--- config.mk ---
export PLATFORM = sky130hd
export DESIGN_NAME = qacc
export DESIGN_NICKNAME = d
export VERILOG_FILES = /design/src/rtl/qacc_pkg.sv /design/src/rtl/qacc_lane.sv /design/src/rtl/qacc.sv
export SDC_FILE = /design/constraint.sdc
export NUM_CORES = 1
export LEC_CHECK = 0
export ABC_AREA = 1
export BUFFER_PORTS_ARGS = -buffer_cell sky130_fd_sc_hd__buf_4
export CORE_UTILIZATION = 55
export DETAILED_ROUTE_END_ITERATION = 6
export PLACE_DENSITY = 0.74
export SETUP_SLACK_MARGIN = 0.05
export SLEW_MARGIN = 0
export SYNTH_ARGS = -nofsm -noshare
export SYNTH_HDL_FRONTEND = slang
export SYNTH_SLANG_ARGS = --single-unit
--- constraint.sdc ---
create_clock -name clk -period 6 [get_ports clk]
set_clock_uncertainty 0.1 [all_clocks]
set_input_delay 0.6 -clock clk [delete_from_list [all_inputs] [get_ports clk]]
set_output_delay 0.6 -clock clk [all_outputs]
set_load 0.02 [all_outputs]
--- src/rtl/qacc_pkg.sv ---
// rtl/qacc_pkg.sv - shared FSM state type and saturation bounds for qacc
package qacc_pkg;

   typedef enum logic {
      IDLE = 1'b0,
      ACC  = 1'b1
   } state_t;

   // Largest value representable in an ab-bit two's complement word.
   function automatic longint sat_max(input int ab);
      return (longint'(1) <<< (ab - 1)) - longint'(1);
   endfunction

   // Smallest value representable in an ab-bit two's complement word.
   function automatic longint sat_min(input int ab);
      return -(longint'(1) <<< (ab - 1));
   endfunction

endpackage

--- src/rtl/qacc_lane.sv ---
// rtl/qacc_lane.sv - one lane: signed multiply, extend, saturating accumulate, sticky flag
module qacc_lane
   import qacc_pkg::*;
#(
   parameter int XB = 8,
   parameter int WB = 8,
   parameter int AB = 24
)
(
   input  logic          clk,
   input  logic          rstn,
   input  logic          accept,
   input  logic          last,
   input  logic [XB-1:0] x,
   input  logic [WB-1:0] w,
   output logic [AB-1:0] res,
   output logic          res_sat
);

   localparam logic signed [AB-1:0] MAXV = AB'(sat_max(AB));
   localparam logic signed [AB-1:0] MINV = AB'(sat_min(AB));

   logic signed [AB-1:0]      acc;
   logic                      sat;
   logic signed [XB+WB-1:0]   prod;
   logic signed [AB:0]        sum;
   logic                      ovf;

   // Full-precision product, then both operands sign-extended by one guard bit
   // so a single add can never wrap; the guard bit exposes overflow.
   assign prod = $signed(x) * $signed(w);
   assign sum  = (AB+1)'(acc) + (AB+1)'(prod);
   assign ovf  = sum[AB] ^ sum[AB-1];

   // Clamp to the AB-bit range; the guard bit gives the overflow direction.
   always_comb begin
      res     = sum[AB-1:0];
      res_sat = sat | ovf;
      if (ovf) begin
         res = sum[AB] ? MINV : MAXV;
      end
   end

   // Running sum and sticky flag; a last beat hands its result out and restarts at zero.
   always_ff @(posedge clk or negedge rstn) begin
      if (!rstn) begin
         acc <= '0;
         sat <= 1'b0;
      end else if (accept) begin
         if (last) begin
            acc <= '0;
            sat <= 1'b0;
         end else begin
            acc <= res;
            sat <= res_sat;
         end
      end
   end

endmodule

--- src/rtl/qacc.sv ---
// rtl/qacc.sv - N-lane signed multiply-accumulate with saturation and beat-count error
module qacc
   import qacc_pkg::*;
#(
   parameter int N    = 1,
   parameter int XB   = 8,
   parameter int WB   = 8,
   parameter int AB   = 24,
   parameter int KMAX = 1024
)
(
   input  logic            clk,
   input  logic            rstn,
   input  logic            s_valid,
   output logic            s_ready,
   input  logic [N*XB-1:0] s_x,
   input  logic [N*WB-1:0] s_w,
   input  logic            s_last,
   output logic            m_valid,
   input  logic            m_ready,
   output logic [N*AB-1:0] m_data,
   output logic [N-1:0]    m_sat,
   output logic            m_err
);

   localparam int            KB     = $clog2(KMAX + 1);
   localparam logic [KB-1:0] KMAX_C = KB'(KMAX);

   state_t          state;
   state_t          state_next;
   logic            accept;
   logic            vec_end;
   logic [KB-1:0]   count;
   logic [N*AB-1:0] lane_res;
   logic [N-1:0]    lane_sat;

   // A new beat may enter whenever the output slot is empty or being drained
   // this cycle, which lets consecutive results stream without a bubble.
   assign s_ready = !m_valid || m_ready;
   assign accept  = s_valid && s_ready;
   assign vec_end = accept && s_last;

   for (genvar i = 0; i < N; i++) begin : g_lane
      qacc_lane #(
         .XB (XB),
         .WB (WB),
         .AB (AB)
      ) u_lane (
         .clk     (clk),
         .rstn    (rstn),
         .accept  (accept),
         .last    (s_last),
         .x       (s_x[i*XB +: XB]),
         .w       (s_w[i*WB +: WB]),
         .res     (lane_res[i*AB +: AB]),
         .res_sat (lane_sat[i])
      );
   end

   // Vector state register.
   always_ff @(posedge clk or negedge rstn) begin
      if (!rstn) begin
         state <= IDLE;
      end else begin
         state <= state_next;
      end
   end

   // IDLE waits for the first beat of a vector; ACC runs until the last beat.
   always_comb begin
      state_next = state;
      case (state)
         IDLE: if (accept && !s_last) state_next = ACC;
         ACC:  if (accept && s_last)  state_next = IDLE;
         default: state_next = IDLE;
      endcase
   end

   // Beats already taken in the current vector, pinned at KMAX so it cannot wrap.
   always_ff @(posedge clk or negedge rstn) begin
      if (!rstn) begin
         count <= '0;
      end else if (vec_end) begin
         count <= '0;
      end else if (accept && (count != KMAX_C)) begin
         count <= count + 1'b1;
      end
   end

   // Result register: loads on a last beat, otherwise holds until drained.
   // count still excludes the last beat, so reaching KMAX here means KMAX+1 or more beats.
   always_ff @(posedge clk or negedge rstn) begin
      if (!rstn) begin
         m_valid <= 1'b0;
         m_data  <= '0;
         m_sat   <= '0;
         m_err   <= 1'b0;
      end else if (vec_end) begin
         m_valid <= 1'b1;
         m_data  <= lane_res;
         m_sat   <= lane_sat;
         m_err   <= (count == KMAX_C);
      end else if (m_ready) begin
         m_valid <= 1'b0;
      end
   end

endmodule

## Yosys cells after proc, flatten, opt, wreduce, memory -nomap -nowiden

Cells that the tools add are included.

| storage, ports and cells | value |
|---|---|
| flip-flop bits (word level) | 63 |
| bits of input ports | 21 |
| output and inout port bits | 28 |
| logic and storage cells | 29 |

| operators by class | value |
|---|---|
| $add $sub $neg | 2 |
| multiply operators | 1 |
| equality and inequality tests | 2 |
| multiplexer cells | 8 |
| bitwise operators | 2 |
| reductions and logical operators | 7 |

Operator list:

| cell | number |
|---|---|
| $mux W24 | 3 |
| $add A24 B16 Y25 | 1 |
| $mux W11 | 2 |
| $mul A8 B8 Y16 | 1 |
| $add A11 B1 Y11 const B | 1 |
| $eq A11 B11 Y1 const B | 1 |
| $ne A11 B11 Y1 const B | 1 |
| $reduce_bool A2 Y1 | 2 |
| $logic_and A1 B1 Y1 | 3 |
| $mux W1 | 3 |
| $logic_not A1 Y1 | 1 |
| $logic_or A1 B1 Y1 | 1 |
| $or A1 B1 Y1 | 1 |
| $xor A1 B1 Y1 | 1 |

## Longest topological paths before layout

| depth | value |
|---|---|
| word-level depth | 6 |
| depth in mapped cells | 27 |
| mapped depth without buffers | 25 |

## Modules after synthesis

From an unflattened synthesis, not the netlist that was laid out.

| unflattened totals | value |
|---|---|
| cell total of the unflattened synthesis | 971 |
| area, all modules | 7793.7 sq um |

Modules (own cells, without submodules):

| module | instances | cells an instance | area an instance (sq um) | seq. area each (sq um) |
|---|---|---|---|---|
| qacc_lane | 1 | 754 | 5947.0 | 625.6 |
| qacc | 1 | 217 | 1846.8 | 950.9 |

## Worst setup path after synthesis

No wires, ideal clock.

| timing | value |
|---|---|
| path type | input -> register |
| start | input port s_w[0] |
| end | register g_lane[0].u_lane.acc[5] |
| library setup time | 0.121 ns |
| arrival | 5.366 ns |
| required time | 5.779 ns |
| path slack | 0.414 ns |
| stages on the path | 22 |
| path buffers | 2 |
| path through | clkbuf_1 nand2_1 inv_1 fa_1 inv_1 fa_1 fa_1 fa_1 inv_1 ha_1 ha_1 a21oi_1 nand2_1 a21oi_1 nand4_2 nand2_4 nand2_4 buf_12 nand2_2 nand2_2 nand2_2 o21ai_2 |

| on the way | value |
|---|---|
| word-level cells in the longest chain between the ends | 5 |
| elaborated cells between the ends (all ways) | 6 |
| classes of those cells | add/sub: 1; mul: 1; mux: 3; bitwise: 1 |

RTL lines:

| item | RTL line | RTL |
|---|---|---|
| start: declaration | qacc.sv:17 | `input logic [N*WB-1:0] s_w,` |
| $mul A8 B8 Y16 * | qacc_lane.sv:31 | `assign prod = $signed(x) * $signed(w);` |
| $add A24 B16 Y25 * | qacc_lane.sv:32 | `assign sum = (AB+1)'(acc) + (AB+1)'(prod);` |
| $mux W24 or $xor A1 B1 Y1 (tied branches) | qacc_lane.sv:40, qacc_lane.sv:33 |  |
| $mux W24 * | qacc_lane.sv:39 | `if (ovf) begin` |
| $mux W24 * | qacc_lane.sv:50 | `if (last) begin` |
| end signal: assignment | qacc_lane.sv:54 | `acc <= res;` |
| end: declaration | qacc_lane.sv:23 | `logic signed [AB-1:0] acc;` |

Every way passes the cells marked *; elsewhere a longest branch is shown, timed or not.
A chain may end at the register's enable or synchronous reset.

## Worst setup path after layout

| timing | value |
|---|---|
| start | input port s_w[2] |
| end | register m_data[11] |

| on the way | value |
|---|---|
| word-level cells in the longest chain between the ends | 4 |
| elaborated cells between the ends (all ways) | 5 |
| classes of those cells | add/sub: 1; mul: 1; mux: 2; bitwise: 1 |

RTL lines:

| item | RTL line | RTL |
|---|---|---|
| $mul A8 B8 Y16 * | qacc_lane.sv:31 |  |
| $add A24 B16 Y25 * | qacc_lane.sv:32 |  |
| $mux W24 or $xor A1 B1 Y1 (tied branches) | qacc_lane.sv:40, qacc_lane.sv:33 |  |
| $mux W24 * | qacc_lane.sv:39 |  |
| end signal: assignment | qacc.sv:100 | `m_data <= lane_res;` |
| end: declaration | qacc.sv:21 | `output logic [N*AB-1:0] m_data,` |

Marked as above.

==> results_dict.tcl <==
set metrics [dict create \
    synth_sequential_area_ratio_pct 20.7 \
    post-dp-hpwl_mm 13.6 \
    post_drt_wl_per_cell_um 14.3 \
    maxSlewHeadroom_pct 47.7 \
    synth_nets 1139 \
    ant_nets 0 \
    grt_util_all_layers_pct 25.9 \
    worstSetupPathType "input port to register" \
    die_w_um 120 \
    grt_max_degree 64 \
    ctsRootBufferMaster "sky130_fd_sc_hd__clkbuf_16" \
    drt_pass1_iterations 5 \
    die_height_um 120 \
    synth.cells.most_frequent "sky130_fd_sc_hd__nand2_1 (326), sky130_fd_sc_hd__inv_1 (180), sky130_fd_sc_hd__fa_1 (108)" \
    setup_slack_ns 0.388 \
    grt_setup_unrepaired "no" \
    worstMarginPinSlew_ns 0.785 \
    drive_above_1_share_pct 12.0 \
    netlist.top_cell.by_area "sky130_fd_sc_hd__fa_1" \
    ys_seq_elements 63 \
    ctsHtreeMaxLevel 3 \
    die_area_mm2 0.0143 \
    antenna-diode-count 0 \
    synth-main-ff-cell "sky130_fd_sc_hd__dfrtp_1" \
    hold_fails_final_rpt 0 \
    post_synth_main_area_contributors "sky130_fd_sc_hd__fa_1 (28%), sky130_fd_sc_hd__dfrtp_1 (21%), sky130_fd_sc_hd__nand2_1 (16%)" \
    post-route-period-util_pct 93.5 \
    stdcell_count 1175 \
    total_standard_cell_area_after_synthesis_mm2 0.00762 \
    syn_avg_cell_area_um2 8.00 \
    initial_utilization_pct 56.9 \
    clock_path_buffers 2 \
    critPathCaptureType "register" \
    drtIter0Drc 272 \
    gpl.final_weighted_congestion 0.916 \
    syn-instance-count 952 \
    finalCriticalPeriod_ns 5.61 \
    grt_first_pass_wirelength_mm 29.3 \
    tritoncts_num_sinks 63 \
    hold_path_class "input port to asynchronous set/reset pin" \
    crit_path_max_fanout 24 \
    startpoint_class "input port" \
    row_count 42 \
    ffs_w_async_s_r_synth_pct 100 \
    dpl_worst_slack_ns 0.0393 \
    cts.reportedPaths.clkPinSlew_ns 0.05 \
    cp_data_required_time_ns 6.11 \
    arrival_ns 5.72 \
    cts_tree "built" \
    drv.max_cap_violation_count 0 \
    io-pin-count 49 \
    viasPerCell 5.07 \
    finalSetupTns_ns 0 \
    synth_cell_types 35 \
    yosysTopAreaCellShare_pct 28.4 \
    max_clock_freq_mhz 178 \
    synthMostInstantiatedCell "sky130_fd_sc_hd__nand2_1" \
    layout-area-overhead-vs-synth_pct 11.5 \
    grt_antenna_before_repair 0 \
    setup_viol 0 \
    clk_latency_ns 0.33 \
    grt_remaining_overflow 0 \
    cts_inserted_buffers 9 \
    first_global_vias 6156 \
    finalWirelength_mm 16.8 \
    floorplan.core_area_mm2 0.0134 \
    final_nets 1181 \
    post-place-cells 1155 \
    io_buffer_count 48 \
    timing_max_transition_violations_final 0 \
    run_status "finished clean" \
    via_count 5959 \
    yosys_warnings 0 \
    synth_enable_flop_cells 0 \
    post-route-drc-count 0 \
]
cell type report:
type | count | area [µm²]
Multi-Input combinational cell | 674 | 5210
Fill cell | 1191 | 4910
Sequential cell | 63 | 1580
Inverter | 187 | 706
Timing Repair Buffer | 59 | 468
Clock buffer | 10 | 229
Tap cell | 176 | 220
Clock inverter | 6 | 85.1
through the flow:
stage | util (%) | area, µm² | hold slack (ns)
6_report | 63.4 | 8490 | 0.250
5_1_grt | 63.4 | 8490 | 0.313
4_1_cts | 63.1 | 8450 | 0.277
3_5_place_dp | 60.7 | 8140 | 0.367
3_3_place_gp | 60.7 | 8140 | 0.368
2_1_floorplan | - | 7620 | 0.204
per-layer routing:
layer  vias to the layer above  global-route usage (%)  wire (µm)
li1                       2927                       -          -
met1                      2860                    33.5       7240
met2                       141                    44.3       8430
met3                        31                    3.90        612
met4                         0                    9.22        529
met5                         -                       0          0
critical path: stages:
cell                         delay (ns)
sky130_fd_sc_hd__buf_4             0.14
sky130_fd_sc_hd__nand2_1           0.15
sky130_fd_sc_hd__fa_2              0.56
sky130_fd_sc_hd__fa_2              0.69
sky130_fd_sc_hd__clkinvlp_4        0.21
sky130_fd_sc_hd__buf_4             0.20
sky130_fd_sc_hd__fa_1              0.51
sky130_fd_sc_hd__fa_1              0.42
sky130_fd_sc_hd__ha_1              0.29
sky130_fd_sc_hd__ha_1              0.36
sky130_fd_sc_hd__nand2_2           0.12
sky130_fd_sc_hd__inv_2             0.04
sky130_fd_sc_hd__nand3_1           0.10
sky130_fd_sc_hd__a21oi_1           0.06
sky130_fd_sc_hd__nor2_1            0.15
sky130_fd_sc_hd__nand4_1           0.28
sky130_fd_sc_hd__nand2_2           0.18
sky130_fd_sc_hd__nand2_4           0.21
sky130_fd_sc_hd__nand2_1           0.14
sky130_fd_sc_hd__nand2_1           0.08
sky130_fd_sc_hd__nand2_1           0.12
sky130_fd_sc_hd__nand2_1           0.08
placed cells by master (no fill, tap or decap), types with 2 or more instances in the layout:
cell type,n
sky130_fd_sc_hd__clkinvlp_4,3
sky130_fd_sc_hd__nand4_1,8
sky130_fd_sc_hd__nor2_1,30
sky130_fd_sc_hd__fa_1,106
sky130_fd_sc_hd__clkbuf_16,9
sky130_fd_sc_hd__buf_4,57
sky130_fd_sc_hd__o21bai_1,4
sky130_fd_sc_hd__inv_1,179
sky130_fd_sc_hd__nand2_4,2
sky130_fd_sc_hd__nand3_1,30
sky130_fd_sc_hd__o21ai_0,16
sky130_fd_sc_hd__xnor2_1,5
sky130_fd_sc_hd__nand3_2,2
sky130_fd_sc_hd__nand2_2,24
sky130_fd_sc_hd__nor2_2,2
sky130_fd_sc_hd__clkinv_2,2
sky130_fd_sc_hd__nand4_2,3
sky130_fd_sc_hd__bufinv_16,2
sky130_fd_sc_hd__nand2_1,326
sky130_fd_sc_hd__xor2_1,14
sky130_fd_sc_hd__inv_2,5
sky130_fd_sc_hd__o21ai_2,2
sky130_fd_sc_hd__nor4_1,3
sky130_fd_sc_hd__ha_1,58
sky130_fd_sc_hd__o31ai_1,3
sky130_fd_sc_hd__dfrtp_1,63
sky130_fd_sc_hd__a21oi_1,20
sky130_fd_sc_hd__fa_2,2
sky130_fd_sc_hd__nor3_1,7
sky130_fd_sc_hd__buf_12,2
sky130_fd_sc_hd__clkinv_1,2
flip-flops by register name, summed over array words and instances, names as in the netlist:
register and cells:
m_data 24, g_lane.u_lane.sat 1, g_lane.u_lane.acc 24, m_err 1, m_sat 1, m_valid 1, count 11
logic make-up after synthesis:
logic type      after synthesis  synth area share (%)
compound gates               48                  3.58
xor+xnor                     19                  2.18
fa+ha+maj                   166                  37.9
buf+inv                     216                  11.2
flops                        63                  20.7
simple gates                440                  24.5
path summary, 6_finish.rpt:
check,from,slack (ns),depth (start not counted),endpoint
worst max-delay path,s_w[2],0.39,22,m_data[11]
worst min-delay path,rstn,0.25,1,m_data[2]
worst max register to register,g_lane[0].u_lane.acc[6],0.85,20,m_data[11]
worst min register to register,m_data[12],0.38,2,m_data[12]
max in group asynchronous,rstn,5.03,1,g_lane[0].u_lane.acc[21]
min in group clk,m_data[12],0.38,2,m_data[12]
repair_timing:
action / 4_1_cts / 5_1_grt
endpoints found under the setup margin: 0 / 33
resized for setup: 0 / 3
setup buffers: 0 / 3
hold buffers: 0 / 0
Power is left out: the tool's default activity adds up to more than one toggle a clock period on the data nets, which glitch-free logic cannot reach.
